[config.mk]
export PLATFORM = sky130hd
export DESIGN_NAME = hazard_controller
export DESIGN_NICKNAME = d
export VERILOG_FILES = /design/src/rtl/riscv_pipe_pkg.sv /design/src/rtl/sat_counter.sv /design/src/rtl/hazard_controller.sv
export SDC_FILE = /design/constraint.sdc
export NUM_CORES = 1
export LEC_CHECK = 0
export CAP_MARGIN = 30
export CORE_MARGIN = 2
export CORE_UTILIZATION = 45
export DETAILED_ROUTE_END_ITERATION = 7
export GPL_TIMING_DRIVEN = 0
export MAX_ROUTING_LAYER = met4
export PLACE_DENSITY = 0.76
export RECOVER_POWER = 25
export SYNTH_ARGS = -nofsm -noshare
export SYNTH_HDL_FRONTEND = slang
export SYNTH_HIERARCHICAL = 1
export SYNTH_SLANG_ARGS = --single-unit
[constraint.sdc]
create_clock -name clk -period 2.85 [get_ports clk]
set_clock_uncertainty 0.15 [all_clocks]
set_input_delay 0.57 -clock clk [delete_from_list [all_inputs] [get_ports clk]]
set_output_delay 0.57 -clock clk [all_outputs]
set_load 0.02 [all_outputs]
[src/rtl/riscv_pipe_pkg.sv]
// rtl/riscv_pipe_pkg.sv - shared types and constants for the pipeline hazard controller
// Purpose: FSM state encoding, pipeline-control bundle, canned control
//          patterns and the register-match helper used by the hazard logic.
// Ports:   none (package).
package riscv_pipe_pkg;

  localparam int CNT_W_DEFAULT = 16;

  typedef enum logic {
    RUN      = 1'b0,
    MEM_WAIT = 1'b1
  } pipe_state_e;

  typedef struct packed {
    logic pc_write;
    logic if_id_write;
    logic if_id_flush;
    logic id_ex_bubble;
    logic pipe_hold;
  } pipe_ctrl_t;

  localparam pipe_ctrl_t CTRL_NORMAL = '{pc_write: 1'b1, if_id_write: 1'b1, if_id_flush: 1'b0,
                                         id_ex_bubble: 1'b0, pipe_hold: 1'b0};
  localparam pipe_ctrl_t CTRL_FREEZE = '{pc_write: 1'b0, if_id_write: 1'b0, if_id_flush: 1'b0,
                                         id_ex_bubble: 1'b0, pipe_hold: 1'b1};
  localparam pipe_ctrl_t CTRL_FLUSH  = '{pc_write: 1'b1, if_id_write: 1'b1, if_id_flush: 1'b1,
                                         id_ex_bubble: 1'b1, pipe_hold: 1'b0};
  localparam pipe_ctrl_t CTRL_STALL  = '{pc_write: 1'b0, if_id_write: 1'b0, if_id_flush: 1'b0,
                                         id_ex_bubble: 1'b1, pipe_hold: 1'b0};
  // Held in reset: nothing advances and both front stages are emptied.
  localparam pipe_ctrl_t CTRL_RESET  = '{pc_write: 1'b0, if_id_write: 1'b0, if_id_flush: 1'b1,
                                         id_ex_bubble: 1'b1, pipe_hold: 1'b0};

  // x0 is hard-wired zero, so a write to it can never create a dependency.
  function automatic logic reg_match(input logic [4:0] rd, input logic [4:0] rs);
    return (rd != 5'd0) && (rd == rs);
  endfunction

endpackage

[src/rtl/sat_counter.sv]
// rtl/sat_counter.sv - saturating up-counter with synchronous clear
// Purpose: counts inc pulses, sticks at all-ones instead of wrapping.
// Ports:   clk, rst_n (sync active-low), clr (sync clear, beats inc),
//          inc (count enable), count (current value).
module sat_counter #(
  parameter int WIDTH = 16
) (
  input  logic             clk,
  input  logic             rst_n,
  input  logic             clr,
  input  logic             inc,
  output logic [WIDTH-1:0] count
);

  localparam logic [WIDTH-1:0] CNT_MAX = '1;

  always_ff @(posedge clk) begin
    if (!rst_n) begin
      count <= '0;
    end else if (clr) begin
      count <= '0;
    end else if (inc && (count != CNT_MAX)) begin
      count <= count + 1'b1;
    end
  end

endmodule

[src/rtl/hazard_controller.sv]
// rtl/hazard_controller.sv - load-use / branch / memory-freeze pipeline hazard controller
// Purpose: drives pipeline write-enables, flush and bubble controls with zero
//          latency, tracks a RUN/MEM_WAIT FSM, counts stalls/flushes/wait
//          cycles and raises a sticky timeout on long memory freezes.
// Ports:   clk, rst_n (sync active-low)
//          if_id_RS1, if_id_RS2, if_id_uses_rs2 : ID-stage source operands
//          id_ex_RD, id_ex_memread              : EX-stage destination / load flag
//          branch_taken, mem_busy, cnt_clr      : events and counter clear
//          pc_write, if_id_write, if_id_flush, id_ex_bubble, pipe_hold : controls
//          stall_cnt, flush_cnt, wait_cnt, mem_timeout                : statistics
module hazard_controller
  import riscv_pipe_pkg::*;
#(
  parameter int CNT_W    = CNT_W_DEFAULT,
  parameter int MAX_WAIT = 255
) (
  input  logic             clk,
  input  logic             rst_n,
  input  logic [4:0]       if_id_RS1,
  input  logic [4:0]       if_id_RS2,
  input  logic             if_id_uses_rs2,
  input  logic [4:0]       id_ex_RD,
  input  logic             id_ex_memread,
  input  logic             branch_taken,
  input  logic             mem_busy,
  input  logic             cnt_clr,
  output logic             pc_write,
  output logic             if_id_write,
  output logic             if_id_flush,
  output logic             id_ex_bubble,
  output logic             pipe_hold,
  output logic [CNT_W-1:0] stall_cnt,
  output logic [CNT_W-1:0] flush_cnt,
  output logic [CNT_W-1:0] wait_cnt,
  output logic             mem_timeout
);

  localparam int RL_W = (MAX_WAIT < 1) ? 1 : $clog2(MAX_WAIT + 1);
  localparam logic [RL_W-1:0] RL_LIMIT = RL_W'(MAX_WAIT);

  pipe_state_e     state;
  pipe_state_e     next_state;
  pipe_ctrl_t      ctrl;
  logic            lu_hazard;
  logic            stall_evt;
  logic            flush_evt;
  logic [RL_W-1:0] run_len;
  logic [RL_W-1:0] run_len_nxt;

  assign lu_hazard = id_ex_memread &&
                     (reg_match(id_ex_RD, if_id_RS1) ||
                      (if_id_uses_rs2 && reg_match(id_ex_RD, if_id_RS2)));

  // Control decode. The release cycle out of MEM_WAIT decodes exactly like RUN,
  // so a branch held across a freeze only takes effect once, on release.
  always_comb begin
    ctrl       = CTRL_NORMAL;
    next_state = state;
    stall_evt  = 1'b0;
    flush_evt  = 1'b0;

    unique case (state)
      RUN:      next_state = mem_busy ? MEM_WAIT : RUN;
      MEM_WAIT: next_state = mem_busy ? MEM_WAIT : RUN;
      default:  next_state = RUN;
    endcase

    if (mem_busy) begin
      ctrl = CTRL_FREEZE;
    end else if (branch_taken) begin
      ctrl      = CTRL_FLUSH;
      flush_evt = 1'b1;
    end else if (lu_hazard) begin
      ctrl      = CTRL_STALL;
      stall_evt = 1'b1;
    end

    if (!rst_n) begin
      ctrl      = CTRL_RESET;
      stall_evt = 1'b0;
      flush_evt = 1'b0;
    end
  end

  assign pc_write     = ctrl.pc_write;
  assign if_id_write  = ctrl.if_id_write;
  assign if_id_flush  = ctrl.if_id_flush;
  assign id_ex_bubble = ctrl.id_ex_bubble;
  assign pipe_hold    = ctrl.pipe_hold;

  // Length of the current busy streak including this cycle, clamped at the limit.
  always_comb begin
    run_len_nxt = '0;
    if (mem_busy) begin
      run_len_nxt = (run_len == RL_LIMIT) ? run_len : run_len + 1'b1;
    end
  end

  // The flag is registered on the same edge that the streak reaches the limit,
  // so it is first visible in the cycle after the MAX_WAIT-th busy cycle.
  always_ff @(posedge clk) begin
    if (!rst_n) begin
      state       <= RUN;
      run_len     <= '0;
      mem_timeout <= 1'b0;
    end else begin
      state   <= next_state;
      run_len <= run_len_nxt;
      if (cnt_clr) begin
        mem_timeout <= 1'b0;
      end else if (run_len_nxt == RL_LIMIT) begin
        mem_timeout <= 1'b1;
      end
    end
  end

  sat_counter #(.WIDTH(CNT_W)) u_stall_cnt (
    .clk   (clk),
    .rst_n (rst_n),
    .clr   (cnt_clr),
    .inc   (stall_evt),
    .count (stall_cnt)
  );

  sat_counter #(.WIDTH(CNT_W)) u_flush_cnt (
    .clk   (clk),
    .rst_n (rst_n),
    .clr   (cnt_clr),
    .inc   (flush_evt),
    .count (flush_cnt)
  );

  sat_counter #(.WIDTH(CNT_W)) u_wait_cnt (
    .clk   (clk),
    .rst_n (rst_n),
    .clr   (cnt_clr),
    .inc   (mem_busy),
    .count (wait_cnt)
  );

endmodule

==> results.md <==
* Run status: complete, no violations
* Endpoint type of the worst setup path: flop
* Largest net degree at the start of global routing at 12
* Drt wl/cell at 15.1 um
* Netlist cell types at 50
* GRT Util Overall at 22.3%
* CTS Buf Count at 9
* Hpwl dp at 5940 um
* Max-cap violation count at 0
* Area delta synth->final at 38.3%
* Fmax at 357 MHz
* Mapped cell area at 3250 um^2
* Req. time, crit path at 2.96 ns
* YS warnings at 6
* H-Tree Depth at 3
* CTS tree: done
* RSZ-0062 raised after global routing: yes
* Clock sink count at 57
* Worst vdd ir at 0.210 mV
* Clk Latency, worst-skew pair at 0.33 ns
* Syn Nets at 384
* Gr ovfl total at 0
* Worst hold path type: reg -> reg
* Crit path from: if_id_RS2[0]
* Max-slew headroom at 40.2%
* Arrival @ worst endpoint at 2.91 ns
* Reg-to-reg setup timing slack at 0.75 ns
* Power Density at 374 nW/um^2
* DRT Wirelength at 8460 um
* Die width at 89.0 um
* Worst r2r dst: u_flush_cnt/count[1]
* Die height at 89.0 um
* Final ANT Viol Nets at 0
* Syn_area_per_cell at 9.09 um^2
* Asr flop ratio synth at 0%
* Worst Path Max Fanout at 5
* TritonRoute pass-1 iters at 4
* Setup crit start kind: primary input
* Max Slew Vio Count at 0
* Port Buffer Count at 75
* Syn Inst Count at 358
* Clk slew on worst S/H paths at 0.06 ns
* Gpl congestion at 0.818
* Fin nets at 484
* Sequential area share after synthesis at 35.1%
* Met2 usage at 35.9%
* Final std cells w/o fill at 561
* N_diodes at 0
* DR vias at 3187
* Total power at 1.68 mW
* Initial Utilization at 45.6%
* Top Ports at 76
* Pleak at 1.68 nW
* # DRC at 0
* Share of post-route cells with drive strength above 1 at 15.8%
* CTS Root Cell: clkbuf_8
* Initial DRC Count at 172
* Vias/cell at 5.68
* Final Setup Violations at 0
* Actual slew at the worst max-slew pin at 0.886 ns
* Hold Fails Final Rpt at 0
* R2R cell count at 4
* Vias in the first global route at 2923
* Met1 usage at 28.1%
* Worst r2r src: u_flush_cnt/count[13]
* Met3 Usage GRT at 5.45%
* Setup_tns at 0 ns
* Core area at 7140 um^2
* Placed Cells at 532
* CP max stage delay at 0.50 ns
* Min Tclk post-route at 2.80 ns
* Synth Register Bits at 57
* Global-route wire length before repair at 13500 um
* CP Class: in -> reg
* Row cnt at 31
* Post-synth EDFFs at 0
* Initial antenna violation count at 0
* Longest Clk Path Bufs at 2
* Final worst path period share at 98.2%
* Hold-fix buffers, CTS at 0
* CP max stage cell: or4_1
* Critical path destination: u_stall_cnt/count[13]
* Fillers at 639
* Primary FF master, synth: dfxtp_1
* DIE AREA at 7930 um^2
* Cell Chain, Critical Path: buf_8, xor2_4, nor4_2, a32oi_2, buf_4, nor4_4, and4_4, nand3_4, buf_6, or4_1, a21oi_1
* Most used routing layer: met2
-- Yosys cell counts, drive strengths merged (4+ instances only) --
cell	instances	share of area (%)
or3	6	1.2
nand2	20	2.3
nand4	14	5.5
o311ai	9	3.1
dfxtp	57	35
nor2	42	4.8
o41ai	9	4.2
and3	4	0.81
nand3	18	3.9
and4	10	2.9
ha	4	1.5
nor4	11	2.1
o21ai	14	2.2
inv	13	1.5
a21oi	14	2.2
nor3	14	2.6
or4	7	1.6
o31ai	9	2.2
nand2b	7	1.3
xor2	18	4.8
and2	9	1.7
xnor2	6	1.6
-- state kept, by name, indices dropped and copies added, names as in the netlist --
signal,flops
u_flush_cnt/count,16
u_stall_cnt/count,16
u_wait_cnt/count,16
run_len,8
mem_timeout,1
-- power by group --
part           internal (mW)  switching (mW)
Combinational         0.0564          0.0673
Clock                  0.444           0.312
Sequential             0.799         0.00357
-- cell usage in the layout (no fill, tap or decap), types with 6 or more instances in the layout --
| cell type | count |
|---|---|
| o311ai_0 | 6 |
| nand4_1 | 8 |
| or3_1 | 6 |
| clkdlybuf4s50_1 | 53 |
| nand2_1 | 19 |
| clkbuf_8 | 11 |
| buf_4 | 14 |
| o31ai_1 | 8 |
| nor3_1 | 10 |
| a21oi_1 | 13 |
| o41ai_1 | 7 |
| xor2_1 | 15 |
| nand2b_1 | 7 |
| nor2_1 | 42 |
| dlymetal6s2s_1 | 6 |
| dfxtp_1 | 57 |
| inv_1 | 13 |
| and2_1 | 9 |
| nand3_1 | 16 |
| nor4_1 | 9 |
| nand4_4 | 6 |
| o21ai_0 | 13 |
| and4_1 | 6 |
-- cell families (layout without fill, tap and decap cells) --
logic type | count (synthesis) | in the layout | share of synthesized area, %
AO/OA/AOI/OAI | 82 | 82 | 21.0
flip-flops | 57 | 57 | 35.1
buffers and inverters | 17 | 121 | 2.08
adder cells (fa/ha/maj) | 4 | 4 | 1.54
XOR/XNOR | 24 | 24 | 6.46
multiplexers | 4 | 4 | 1.27
AND/OR/NAND/NOR | 170 | 170 | 32.6
-- routing by layer --
layer | part of all wire (%) | up-vias
met4 | 1.1 | 0
met3 | 4.1 | 7
met2 | 49 | 75
met1 | 46 | 1533
li1 | - | 1572
met5 | 0 | -
-- worst max-delay path, delay by kind of cell --
kind | cells | cell delay [ns]
compound gates | 2 | 0.31
xor+xnor | 1 | 0.18
buf+inv | 3 | 0.43
simple gates | 5 | 1.41
-- worst min path at each step --
stage | cells past startpoint | endpoint | startpoint | slack, ns
6_report | 2 | mem_timeout | mem_timeout | 0.37
3_5_place_dp | 2 | mem_timeout | mem_timeout | 0.36
3_3_place_gp | 2 | u_wait_cnt/count[5] | u_wait_cnt/count[5] | 0.36
4_1_cts | 2 | mem_timeout | mem_timeout | 0.37
2_1_floorplan | 1 | run_len[7] | run_len[7] | 0.34
5_1_grt | 2 | mem_timeout | mem_timeout | 0.41
-- layout make-up --
cell class / instances / area (um^2) / area share, %
sequential: 57 / 1140 / 25.4
clock inverter: 3 / 40.0 / 0.890
tap: 99 / 124 / 2.75
multi-input combinational: 284 / 2120 / 47.0
timing repair buffer: 89 / 856 / 19.0
clock buffer: 12 / 155 / 3.45
buffer: 4 / 18.8 / 0.417
inverter: 13 / 48.8 / 1.08
-- what timing repair did --
item / in CTS / in global routing
pin swaps: 9 / 13
gates resized for setup: 46 / 35
endpoints found under the setup margin: 17 / 9
buffers inserted: 9 / 5
-- stage by stage --
step | hold WS [ns] | worst slack (ns) | cell area [um^2] | util [%]
after global placement | 0.356 | -0.812 | 4140 | 57.9
after global routing | 0.405 | -0.0319 | 4500 | 63.0
after floorplan | 0.338 | 0.135 | 3260 | -
after detailed placement | 0.364 | -0.835 | 4140 | 57.9
final | 0.368 | 0.0516 | 4500 | 63.0
after CTS | 0.375 | 0.0246 | 4460 | 62.4
(Power assumes the default switching activity.)
